## config.mk

```make
export PLATFORM = sky130hd
export DESIGN_NAME = mac_kbd_host_flat
export DESIGN_NICKNAME = d
export VERILOG_FILES = /design/src/rtl/mac_kbd_pkg.sv /design/src/rtl/mac_kbd_host_if.sv /design/src/rtl/kbd_line_sync.sv /design/src/rtl/mac_kbd_host.sv /design/src/flat_wrapper.sv
export SDC_FILE = /design/constraint.sdc
export NUM_CORES = 1
export LEC_CHECK = 0
export CAP_MARGIN = 5
export CELL_PAD_IN_SITES_DETAIL_PLACEMENT = 0
export CELL_PAD_IN_SITES_GLOBAL_PLACEMENT = 1
export CORE_AREA = 2 2 114 83
export CTS_CLUSTER_SIZE = 16
export DETAILED_ROUTE_END_ITERATION = 6
export DIE_AREA = 0 0 116 85
export PLACE_DENSITY_LB_ADDON = 0.1
export SLEW_MARGIN = 10
export SYNTH_ARGS = -nofsm -noshare
export SYNTH_HDL_FRONTEND = slang
export SYNTH_SLANG_ARGS = --single-unit
```

## constraint.sdc

```tcl
create_clock -name clk -period 2.9 [get_ports clk]
set_input_delay 0.435 -clock clk [delete_from_list [all_inputs] [get_ports clk]]
set_output_delay 0.435 -clock clk [all_outputs]
set_load 0.01 [all_outputs]
```

## src/rtl/mac_kbd_pkg.sv

```systemverilog
// rtl/mac_kbd_pkg.sv - shared types and constants for the Mac Plus keyboard host
// Protocol command/response bytes and the host FSM state encoding.
package mac_kbd_pkg;

   typedef enum logic [2:0] {
      IDLE,
      REQ,
      SEND,
      TURN,
      RECV
   } kbd_state_t;

   localparam logic [7:0] INQUIRY  = 8'h10;
   localparam logic [7:0] INSTANT  = 8'h14;
   localparam logic [7:0] MODEL    = 8'h16;
   localparam logic [7:0] TEST     = 8'h36;

   localparam logic [7:0] NULL_RSP = 8'h7B;
   localparam logic [7:0] TEST_ACK = 8'h7D;

   localparam int CNT_W = 21;

endpackage

```

## src/rtl/mac_kbd_host_if.sv

```systemverilog
// rtl/mac_kbd_host_if.sv - command/response register-side bundle of the keyboard host
// master is the CPU/test side, slave is the keyboard host.
interface mac_kbd_host_if;

   logic [7:0] cmd;
   logic       cmd_strobe;
   logic       busy;
   logic [7:0] rsp;
   logic       rsp_strobe;
   logic       rsp_timeout;

   modport master (
      output cmd, cmd_strobe,
      input  busy, rsp, rsp_strobe, rsp_timeout
   );

   modport slave (
      input  cmd, cmd_strobe,
      output busy, rsp, rsp_strobe, rsp_timeout
   );

endinterface

```

## src/rtl/kbd_line_sync.sv

```systemverilog
// rtl/kbd_line_sync.sv - 2-flop synchronizer with enable-qualified edge detect
// Edges are reported only on en ticks, comparing against the value seen on the previous tick.
module kbd_line_sync #(
   parameter logic RESET_VAL = 1'b1
) (
   input  logic clk,
   input  logic _systemReset,
   input  logic en,
   input  logic line,
   output logic level,
   output logic rise,
   output logic fall
);

   logic meta_q, sync_q, prev_q;

   always_ff @(posedge clk or negedge _systemReset) begin
      if (!_systemReset) begin
         meta_q <= RESET_VAL;
         sync_q <= RESET_VAL;
         prev_q <= RESET_VAL;
      end else begin
         meta_q <= line;
         sync_q <= meta_q;
         if (en) begin
            prev_q <= sync_q;
         end
      end
   end

   assign level = sync_q;
   assign rise  = en & sync_q & ~prev_q;
   assign fall  = en & ~sync_q & prev_q;

endmodule

```

## src/rtl/mac_kbd_host.sv

```systemverilog
// rtl/mac_kbd_host.sv - Mac-side host of the Mac Plus keyboard serial link
// Sends one command byte on the keyboard-owned clock, then receives the 8-bit reply.
module mac_kbd_host
   import mac_kbd_pkg::*;
#(
   parameter int BIT_TIMEOUT  = 4000,
   parameter int RESP_TIMEOUT = 2000000,
   parameter int SETUP_TICKS  = 16
) (
   input  logic           clk,
   input  logic           _systemReset,
   input  logic           clk8_en_p,
   mac_kbd_host_if.slave  host,
   input  logic           kbd_clk_i,
   input  logic           kbd_dat_i,
   output logic           kbd_dat_o
);

   localparam logic [CNT_W-1:0] BIT_LIM   = CNT_W'(BIT_TIMEOUT - 1);
   localparam logic [CNT_W-1:0] RESP_LIM  = CNT_W'(RESP_TIMEOUT - 1);
   localparam logic [CNT_W-1:0] SETUP_LIM = CNT_W'(SETUP_TICKS - 1);
   localparam logic [CNT_W-1:0] CNT_MAX   = '1;

   kbd_state_t       state, state_n;
   logic [7:0]       sr, sr_n, rsp_q, rsp_n;
   logic [2:0]       bitcnt, bitcnt_n;
   logic [CNT_W-1:0] cnt, cnt_n, limit;
   logic             dat_q, dat_n, rsp_stb_q, rsp_stb_n, tmo_q, tmo_n;
   logic             clk_level, clk_rise, clk_fall;
   logic             dat_level, dat_rise, dat_fall;
   logic             unused_edges;

   kbd_line_sync u_clk_sync (
      .clk          (clk),
      ._systemReset (_systemReset),
      .en           (clk8_en_p),
      .line         (kbd_clk_i),
      .level        (clk_level),
      .rise         (clk_rise),
      .fall         (clk_fall)
   );

   kbd_line_sync u_dat_sync (
      .clk          (clk),
      ._systemReset (_systemReset),
      .en           (clk8_en_p),
      .line         (kbd_dat_i),
      .level        (dat_level),
      .rise         (dat_rise),
      .fall         (dat_fall)
   );

   assign unused_edges = ^{clk_level, dat_rise, dat_fall};

   always_ff @(posedge clk or negedge _systemReset) begin
      if (!_systemReset) begin
         state     <= IDLE;
         sr        <= '0;
         rsp_q     <= '0;
         bitcnt    <= '0;
         cnt       <= '0;
         dat_q     <= 1'b1;
         rsp_stb_q <= 1'b0;
         tmo_q     <= 1'b0;
      end else if (clk8_en_p) begin
         state     <= state_n;
         sr        <= sr_n;
         rsp_q     <= rsp_n;
         bitcnt    <= bitcnt_n;
         cnt       <= cnt_n;
         dat_q     <= dat_n;
         rsp_stb_q <= rsp_stb_n;
         tmo_q     <= tmo_n;
      end
   end

   always_comb begin
      state_n   = state;
      sr_n      = sr;
      rsp_n     = rsp_q;
      bitcnt_n  = bitcnt;
      dat_n     = dat_q;
      rsp_stb_n = 1'b0;
      tmo_n     = 1'b0;
      limit     = (state == TURN) ? RESP_LIM : BIT_LIM;

      // Timeout is evaluated first so a coincident clock edge loses to it.
      if (state != IDLE && cnt >= limit) begin
         state_n = IDLE;
         dat_n   = 1'b1;
         tmo_n   = 1'b1;
      end else begin
         unique case (state)
            IDLE: begin
               dat_n = 1'b1;
               if (host.cmd_strobe) begin
                  sr_n    = host.cmd;
                  dat_n   = 1'b0;
                  state_n = REQ;
               end
            end
            REQ: begin
               if (cnt >= SETUP_LIM) begin
                  state_n  = SEND;
                  bitcnt_n = '0;
                  dat_n    = sr[7];
               end
            end
            SEND: begin
               if (clk_rise) begin
                  sr_n     = {sr[6:0], 1'b0};
                  bitcnt_n = bitcnt + 3'd1;
                  dat_n    = (bitcnt == 3'd7) ? 1'b0 : sr[6];
                  if (bitcnt == 3'd7) begin
                     state_n = TURN;
                  end
               end
            end
            TURN: begin
               // Low while dat_q is 0 means the release has not happened yet.
               if (!dat_q && cnt >= SETUP_LIM) begin
                  dat_n = 1'b1;
               end else if (dat_q && clk_fall) begin
                  state_n  = RECV;
                  bitcnt_n = '0;
               end
            end
            RECV: begin
               dat_n = 1'b1;
               if (clk_rise) begin
                  sr_n     = {sr[6:0], dat_level};
                  bitcnt_n = bitcnt + 3'd1;
                  if (bitcnt == 3'd7) begin
                     rsp_n     = {sr[6:0], dat_level};
                     rsp_stb_n = 1'b1;
                     state_n   = IDLE;
                  end
               end
            end
            default: begin
               state_n = IDLE;
               dat_n   = 1'b1;
            end
         endcase
      end

      if (state_n != state || state == IDLE || clk_rise || clk_fall) begin
         cnt_n = '0;
      end else if (cnt != CNT_MAX) begin
         cnt_n = cnt + 1'b1;
      end else begin
         cnt_n = cnt;
      end
   end

   assign host.busy        = (state != IDLE);
   assign host.rsp         = rsp_q;
   assign host.rsp_strobe  = rsp_stb_q;
   assign host.rsp_timeout = tmo_q;
   assign kbd_dat_o        = dat_q;

endmodule
```

## src/flat_wrapper.sv

```systemverilog
// flat-port wrapper written by rule: the top's interface ports become plain ports
module mac_kbd_host_flat import mac_kbd_pkg::*;
#(
   parameter int BIT_TIMEOUT  = 4000,
   parameter int RESP_TIMEOUT = 2000000,
   parameter int SETUP_TICKS  = 16
)
  (clk, _systemReset, clk8_en_p, kbd_clk_i, kbd_dat_i, kbd_dat_o, host_cmd, host_cmd_strobe, host_busy, host_rsp, host_rsp_strobe, host_rsp_timeout);
  mac_kbd_host_if host_i ();
  input  logic clk;
  input  logic _systemReset;
  input  logic clk8_en_p;
  input  logic kbd_clk_i;
  input  logic kbd_dat_i;
  output logic kbd_dat_o;
  input wire logic [$bits(host_i.cmd)-1:0] host_cmd;
  input wire logic [$bits(host_i.cmd_strobe)-1:0] host_cmd_strobe;
  output wire logic [$bits(host_i.busy)-1:0] host_busy;
  output wire logic [$bits(host_i.rsp)-1:0] host_rsp;
  output wire logic [$bits(host_i.rsp_strobe)-1:0] host_rsp_strobe;
  output wire logic [$bits(host_i.rsp_timeout)-1:0] host_rsp_timeout;
  assign host_i.cmd = host_cmd;
  assign host_i.cmd_strobe = host_cmd_strobe;
  assign host_busy = host_i.busy;
  assign host_rsp = host_i.rsp;
  assign host_rsp_strobe = host_i.rsp_strobe;
  assign host_rsp_timeout = host_i.rsp_timeout;
  mac_kbd_host #(.BIT_TIMEOUT(BIT_TIMEOUT), .RESP_TIMEOUT(RESP_TIMEOUT), .SETUP_TICKS(SETUP_TICKS)) u_core (.clk(clk), ._systemReset(_systemReset), .clk8_en_p(clk8_en_p), .host(host_i), .kbd_clk_i(kbd_clk_i), .kbd_dat_i(kbd_dat_i), .kbd_dat_o(kbd_dat_o));
endmodule
```

# Word level (Yosys, flattened, before mapping)
# Cells that the tools add are included.
[op_classes]
addsub = 2
n_lt_le_gt_ge = 2
n_eq_ne = 17
muxes = 34
n_bitwise = 7
n_reduce_logical = 18
[ops]
columns = ["cell", "n"]
rows = [
  ["$mux W21", 3],
  ["$mux W3", 13],
  ["$mux W8", 3],
  ["$pmux W8 S3", 1],
  ["$add A21 B1 Y21 const B", 1],
  ["$ge A21 B21 Y1", 1],
  ["$ge A21 B4 Y1 const B", 1],
  ["$ne A21 B21 Y1 const B", 1],
  ["$pmux W3 S5", 1],
  ["$mux W1", 11],
  ["$pmux W3 S3", 1],
  ["$reduce_bool A3 Y1", 3],
  ["$ne A2 B1 Y1 const B", 4],
  ["$reduce_and A7 Y1", 1],
  ["$eq A3 B2 Y1 const B", 2],
  ["$eq A3 B3 Y1 const B", 2],
  ["$ne A2 B2 Y1 const B", 3],
  ["$ne A3 B1 Y1 const B", 2],
  ["$reduce_and A6 Y1", 1],
  ["$reduce_and A5 Y1", 1],
  ["$and A1 B1 Y1", 4],
  ["$pmux W1 S4", 1],
  ["$reduce_and A4 Y1", 1],
  ["$add A3 B1 Y3 const B", 1],
  ["11 further kinds", 17],
]
[totals]
ff_bits = 51

# Logic depth before layout (Yosys ltp)
[logic_depth]
word_depth = 14
ltp_mapped = 12

# By module
# From an unflattened synthesis, not the netlist that was laid out.
[hier_totals]
cells_unflattened = 323
hier_area_um2 = 3128.0
[modules_own_cells]
columns = ["mod", "instances", "cells_per_inst", "area_per_inst_um2", "seq_area_each_um2"]
rows = [
  ["mac_kbd_host", 1, 311, 2900.3, 1152.4],
  ["kbd_line_sync", 2, 6, 113.9, 78.8],
]

# Worst setup path before layout
# No wires, ideal clock.
[synth_path]
kind = "flip-flop to flip-flop"
startpoint = "reg u_core.state[2]"
endpoint = "reg u_core.sr[0]"
setup_ns = 0.125
arrival_ns = 3.021
required_ns = 2.775
slack_ns = -0.246
stages_incl_launch_ff = 12
synth_period_minus_slack_ns = 3.146
path_cell_list = "dfrtp_1 clkbuf_1 nor2b_1 nand2_1 inv_1 ha_1 a311oi_1 o21ai_0 o21ai_0 a21boi_4 nor4_4 mux2_2"
[synth_via]
elab_chain_len = 6
word_cells_on_any_way = 15
classes_between = "order compare: 1; eq/ne: 6; mux: 2; bitwise: 1; reduce/logical: 5"
[synth_lines]
columns = ["element", "line_no", "source"]
rows = [
  ["start: declaration", "mac_kbd_host.sv:24", "kbd_state_t state, state_n;"],
  ["start signal: assignment", "mac_kbd_host.sv:66", "state <= state_n;"],
  ["$eq A3 B2 Y1", "mac_kbd_host.sv:85", "limit = (state == TURN) ? RESP_LIM : BIT_LIM;"],
  ["$mux W21", "mac_kbd_host.sv:85", ""],
  ["$ge A21 B21 Y1", "mac_kbd_host.sv:88", "if (state != IDLE && cnt >= limit) begin"],
  ["$logic_and A1 B1 Y1", "mac_kbd_host.sv:88", ""],
  ["$not A1 Y1 (no line)", "--", ""],
  ["$reduce_and A6 Y1 (no line)", "--", ""],
  ["end signal: assignment", "mac_kbd_host.sv:67", "sr <= sr_n;"],
  ["end: declaration", "mac_kbd_host.sv:25", "logic [7:0] sr, sr_n, rsp_q, rsp_n;"],
]
# Parallel ways exist; a longest one is shown, timed or not.
# A chain may end at the register's enable or synchronous reset.

# Worst setup path in the final report
[layout_path]
startpoint = "reg u_core.state[2]"
endpoint = "reg u_core.rsp_q[5] (netlist: u_core.host.rsp[5])"
[layout_via]
elab_chain_len = 6
word_cells_on_any_way = 8
classes_between = "order compare: 1; eq/ne: 2; mux: 1; bitwise: 1; reduce/logical: 3"
[layout_lines]
columns = ["element", "line_no", "source"]
rows = [
  ["$eq A3 B2 Y1", "mac_kbd_host.sv:85", ""],
  ["$mux W21", "mac_kbd_host.sv:85", ""],
  ["$ge A21 B21 Y1", "mac_kbd_host.sv:88", ""],
  ["$logic_and A1 B1 Y1", "mac_kbd_host.sv:88", ""],
  ["$not A1 Y1 (no line)", "--", ""],
  ["$reduce_and A5 Y1 (no line) (*)", "--", ""],
  ["end signal: assignment", "mac_kbd_host.sv:68", "rsp_q <= rsp_n;"],
  ["end: declaration", "mac_kbd_host.sv:25", ""],
]
# Mark *: on every way between the ends. The rest lies on a longest branch, timed or not.

==> summary.md <==
| Metric | Value |
|---|---|
| Half-perimeter wire length after placement | 5.56 mm |
| Cell seen most often among critical-path stages | buf_4 |
| Post-synth EDFFs | 0 |
| Share of post-route cells with drive strength above 1 | 22.8% |
| Clock slew at reported path FFs | 0.07 ns |
| Commonest cells in the synthesized netlist | 45 x dfrtp_1, 30 x nor2_1, 24 x mux2_2 |
| CTS root buffer | clkbuf_16 |
| Placement Rows | 29 |
| Synthesis-to-layout area growth | 26.2% |
| Final Setup Violations | 0 |
| Hold buffer count at CTS | 0 |
| Routed vias/inst | 5.09 |
| Measured slew at the worst slew-check pin | 0.680 ns |
| Run status | complete, no violations |
| Count of state elements after synthesis | 51 |
| Total GRT Usage | 16.8% |
| Ranking of synthesized cells by area | dfrtp_1 38%, mux2_2 9.1%, ha_1 5.9% |
| Post-synth top flop | dfrtp_1 |
| Category of the worst setup path launch point | register |
| Fmax | 0.362 GHz |
| CP bufs+invs | 2 |
| Deepest level of the CTS H-tree | 2 |
| Post-Layout Cell Count | 470 |
| Post-route clock period utilization | 95.3% |
| Maximum cell stage delay along the critical path | 0.38 ns |
| Worst vdd ir | between 0.0002 and 0.0003 V |
| Count of boundary I/O pins | 26 |
| Number of violations reported at the end of detailed-routing iteration 0 | 153 |
| Core footprint | 8780 µm² |
| Synth Net Count | between 300 and 400 |
| First-pass iteration count of the detailed router | 4 |
| Vertical die dimension | 85 µm |
| Final Routed Wirelength | 7.67 mm |
| DRC violations left | 0 |
| Source-to-sink clock delay at the later pin of the worst-skew pair | 0.30 ns |
| Die ar. | 9860 µm² |
| Library cell with the largest summed area after synthesis | dfrtp_1 |
| Final Hold Fails | 0 |
| P_leak | 1.61 nW |
| Initial antenna violation count | 0 |
| Clock sink count | 51 |
| Number of buffer cells added on primary ports | 25 |
| Family with the most delay on the worst path | simple AND/OR/NAND/NOR gates |
| Max-Slew Margin vs Limit | 54.7% |
| Antenna fix cells | 0 |
| Combined area of all synthesized cells | 2980 µm² |
| Total Nets Final | 373 |
| Via count | 2392 |
| Synthesized netlist cell count | 294 |
| Synthesized area per cell | 10.1 µm² |
| Worst Path Required | between 3 and 4 ns |
| Clock tree from TritonCTS | built |
| CP arrival | 2.94 ns |
| Maximum Capacitance Violations | 0 |
| Cell with the most instances after synthesis | dfrtp_1 |
| RD Place Congestion | roughly 0.79 |
| Setup crit end kind | register |
| Starting utilization of the core area | 33.9% |
| Num CTS Buffers | 5 |
| First-pass GRT wire length | 12.7 mm |
| Setup clock skew after layout | 0.00946 ns |
| Die width | 116 µm |
| Place WS | 0.0334 ns |
| Ordered list of cells on the worst path | nor2b_2 > nand2_2 > buf_4 > ha_1 > nand4_1 > nor4_4 > a211oi_2 > a21boi_4 > buf_4 > nor2_4 > mux2_2 |
| Cell at the slowest stage of the critical path | dfrtp_1 |
| Sequential cell area fraction in the yosys report | between 40 and 50% |
| Remaining antenna violation count after routing | 0 |
| Worst hold path type | input port to async pin |
| Top-area cell type share of the netlist area | 37.8% |
| Number of placed instances with taps included | approximately 460 |
| Minimum clock period after layout | ~2.8 ns |
| Final WS setup | 0.138 ns |
| Routed length per instance | roughly 16 µm |
| Worst-case clock buffer depth | 2 |
| Overall overflow remaining after global route | 0 |
| Critical path fanouts, max | 9 |
| Worst reg-to-reg setup slack | 0.14 ns |
| Warning count from the yosys run | 0 |
| Pwr Density | 650 nW/µm² |
| Cell variety after synth | 54 |
| Synth async-reset ratio | 100% |
| Crit path kind | register to register |
| Vias in the first global route | between 2000 and 2500 |
| Fin. max-slew vios | 0 |
| Maximum number of pins on one net before global-route repair | 52 |
## cell families (layout without fill, tap and decap cells)
| group | count (synthesis) | in the layout | share of synthesized area (%) |
|---|---|---|---|
| compound gates | 57 | 57 | 13.4 |
| fa+ha+maj | 14 | 14 | 5.88 |
| mux | 30 | 30 | 11.1 |
| flops | 51 | 51 | 43.1 |
| simple gates | 106 | 106 | 19.0 |
| buf+inv | 21 | 73 | 3.07 |
| xor+xnor | 15 | 15 | 4.41 |
## registers in the layout, summed over array words and instances, names as in the netlist, 3 cells and up
name / count
u_core.sr: 8
u_core.bitcnt: 3
u_core.state: 3
u_core.cnt: 21
u_core.host.rsp: 8
## worst paths after layout
kind | endpoint | cells after the start | from
worst max register to register | u_core.host.rsp[5] | 11 | u_core.state[2]
max in group asynchronous | u_core.state[0] | 2 | _systemReset
worst max-delay path | u_core.host.rsp[5] | 11 | u_core.state[2]
worst min-delay path | u_core.cnt[3] | 2 | _systemReset
min in group clk | u_core.u_dat_sync.level | 0 | u_core.u_dat_sync.meta_q
worst min register to register | u_core.u_dat_sync.level | 0 | u_core.u_dat_sync.meta_q
## layer usage
metal / GRT usage, % / share of wire [%] / vias up
li1: - / - / 1190
met1: 28.6 / 58 / 1148
met2: 20.7 / 37 / 47
met3: 3.21 / 3.9 / 7
met4: 4.22 / 0.96 / 0
met5: 0 / 0 / -
## per-stage QoR
step | total power, mW | hold slack, ns | setup TNS [ns] | area (µm²) | util, %
after floorplan | 1.44 | 0.139 | 0 | 2980 | -
after global placement | 1.74 | 0.345 | 0 | 3520 | 40.1
after detailed placement | 1.74 | 0.348 | 0 | 3520 | 40.1
after CTS | 2.43 | 0.293 | 0 | 3690 | 42.0
after global routing | 2.61 | 0.303 | -0.00836 | 3760 | 42.8
final | 2.44 | 0.261 | 0 | 3760 | 42.8
## layout by cell type (no fill, tap or decap), types with 12 or more instances in the layout
cell             Yosys  routed
nand2_1             19      18
ha_1                14      13
a21oi_1             12      12
o21ai_0             13      12
nor3_1              12      12
buf_4                1      24
mux2_2              24      24
inv_1               13      13
dfrtp_1             45      45
clkdlybuf4s50_1      0      24
nor2_1              30      30
nand4_1             12      12
## worst register-to-register path, cell delays in order, from the launching register on
cell	delay (ns)
dfrtp_1	0.38
nor2b_2	0.14
nand2_2	0.09
buf_4	0.17
ha_1	0.29
nand4_1	0.20
nor4_4	0.08
a211oi_2	0.32
a21boi_4	0.14
buf_4	0.17
nor2_4	0.28
mux2_2	0.39
## report_power, final
group / leakage, nW / switching (mW) / internal, mW
registers: 0.662 / 0.102 / 0.845
clock network: 0.0815 / 0.281 / 0.411
logic: 0.862 / 0.413 / 0.392
## repair_timing
action | 4_1_cts | 5_1_grt
setup buffers | 0 | 5
endpoints found under the setup margin | 0 | 36
gates resized for setup | 0 | 6
## layout make-up
cell class	instances	area, µm²
Clock buffer	6	129
Clock inverter	2	38.8
Fill cell	873	5020
Inverter	13	48.8
Multi-Input combinational cell	222	1630
Sequential cell	51	1280
Tap cell	124	155
Timing Repair Buffer	52	468
Power figures use the tool's default switching activity.
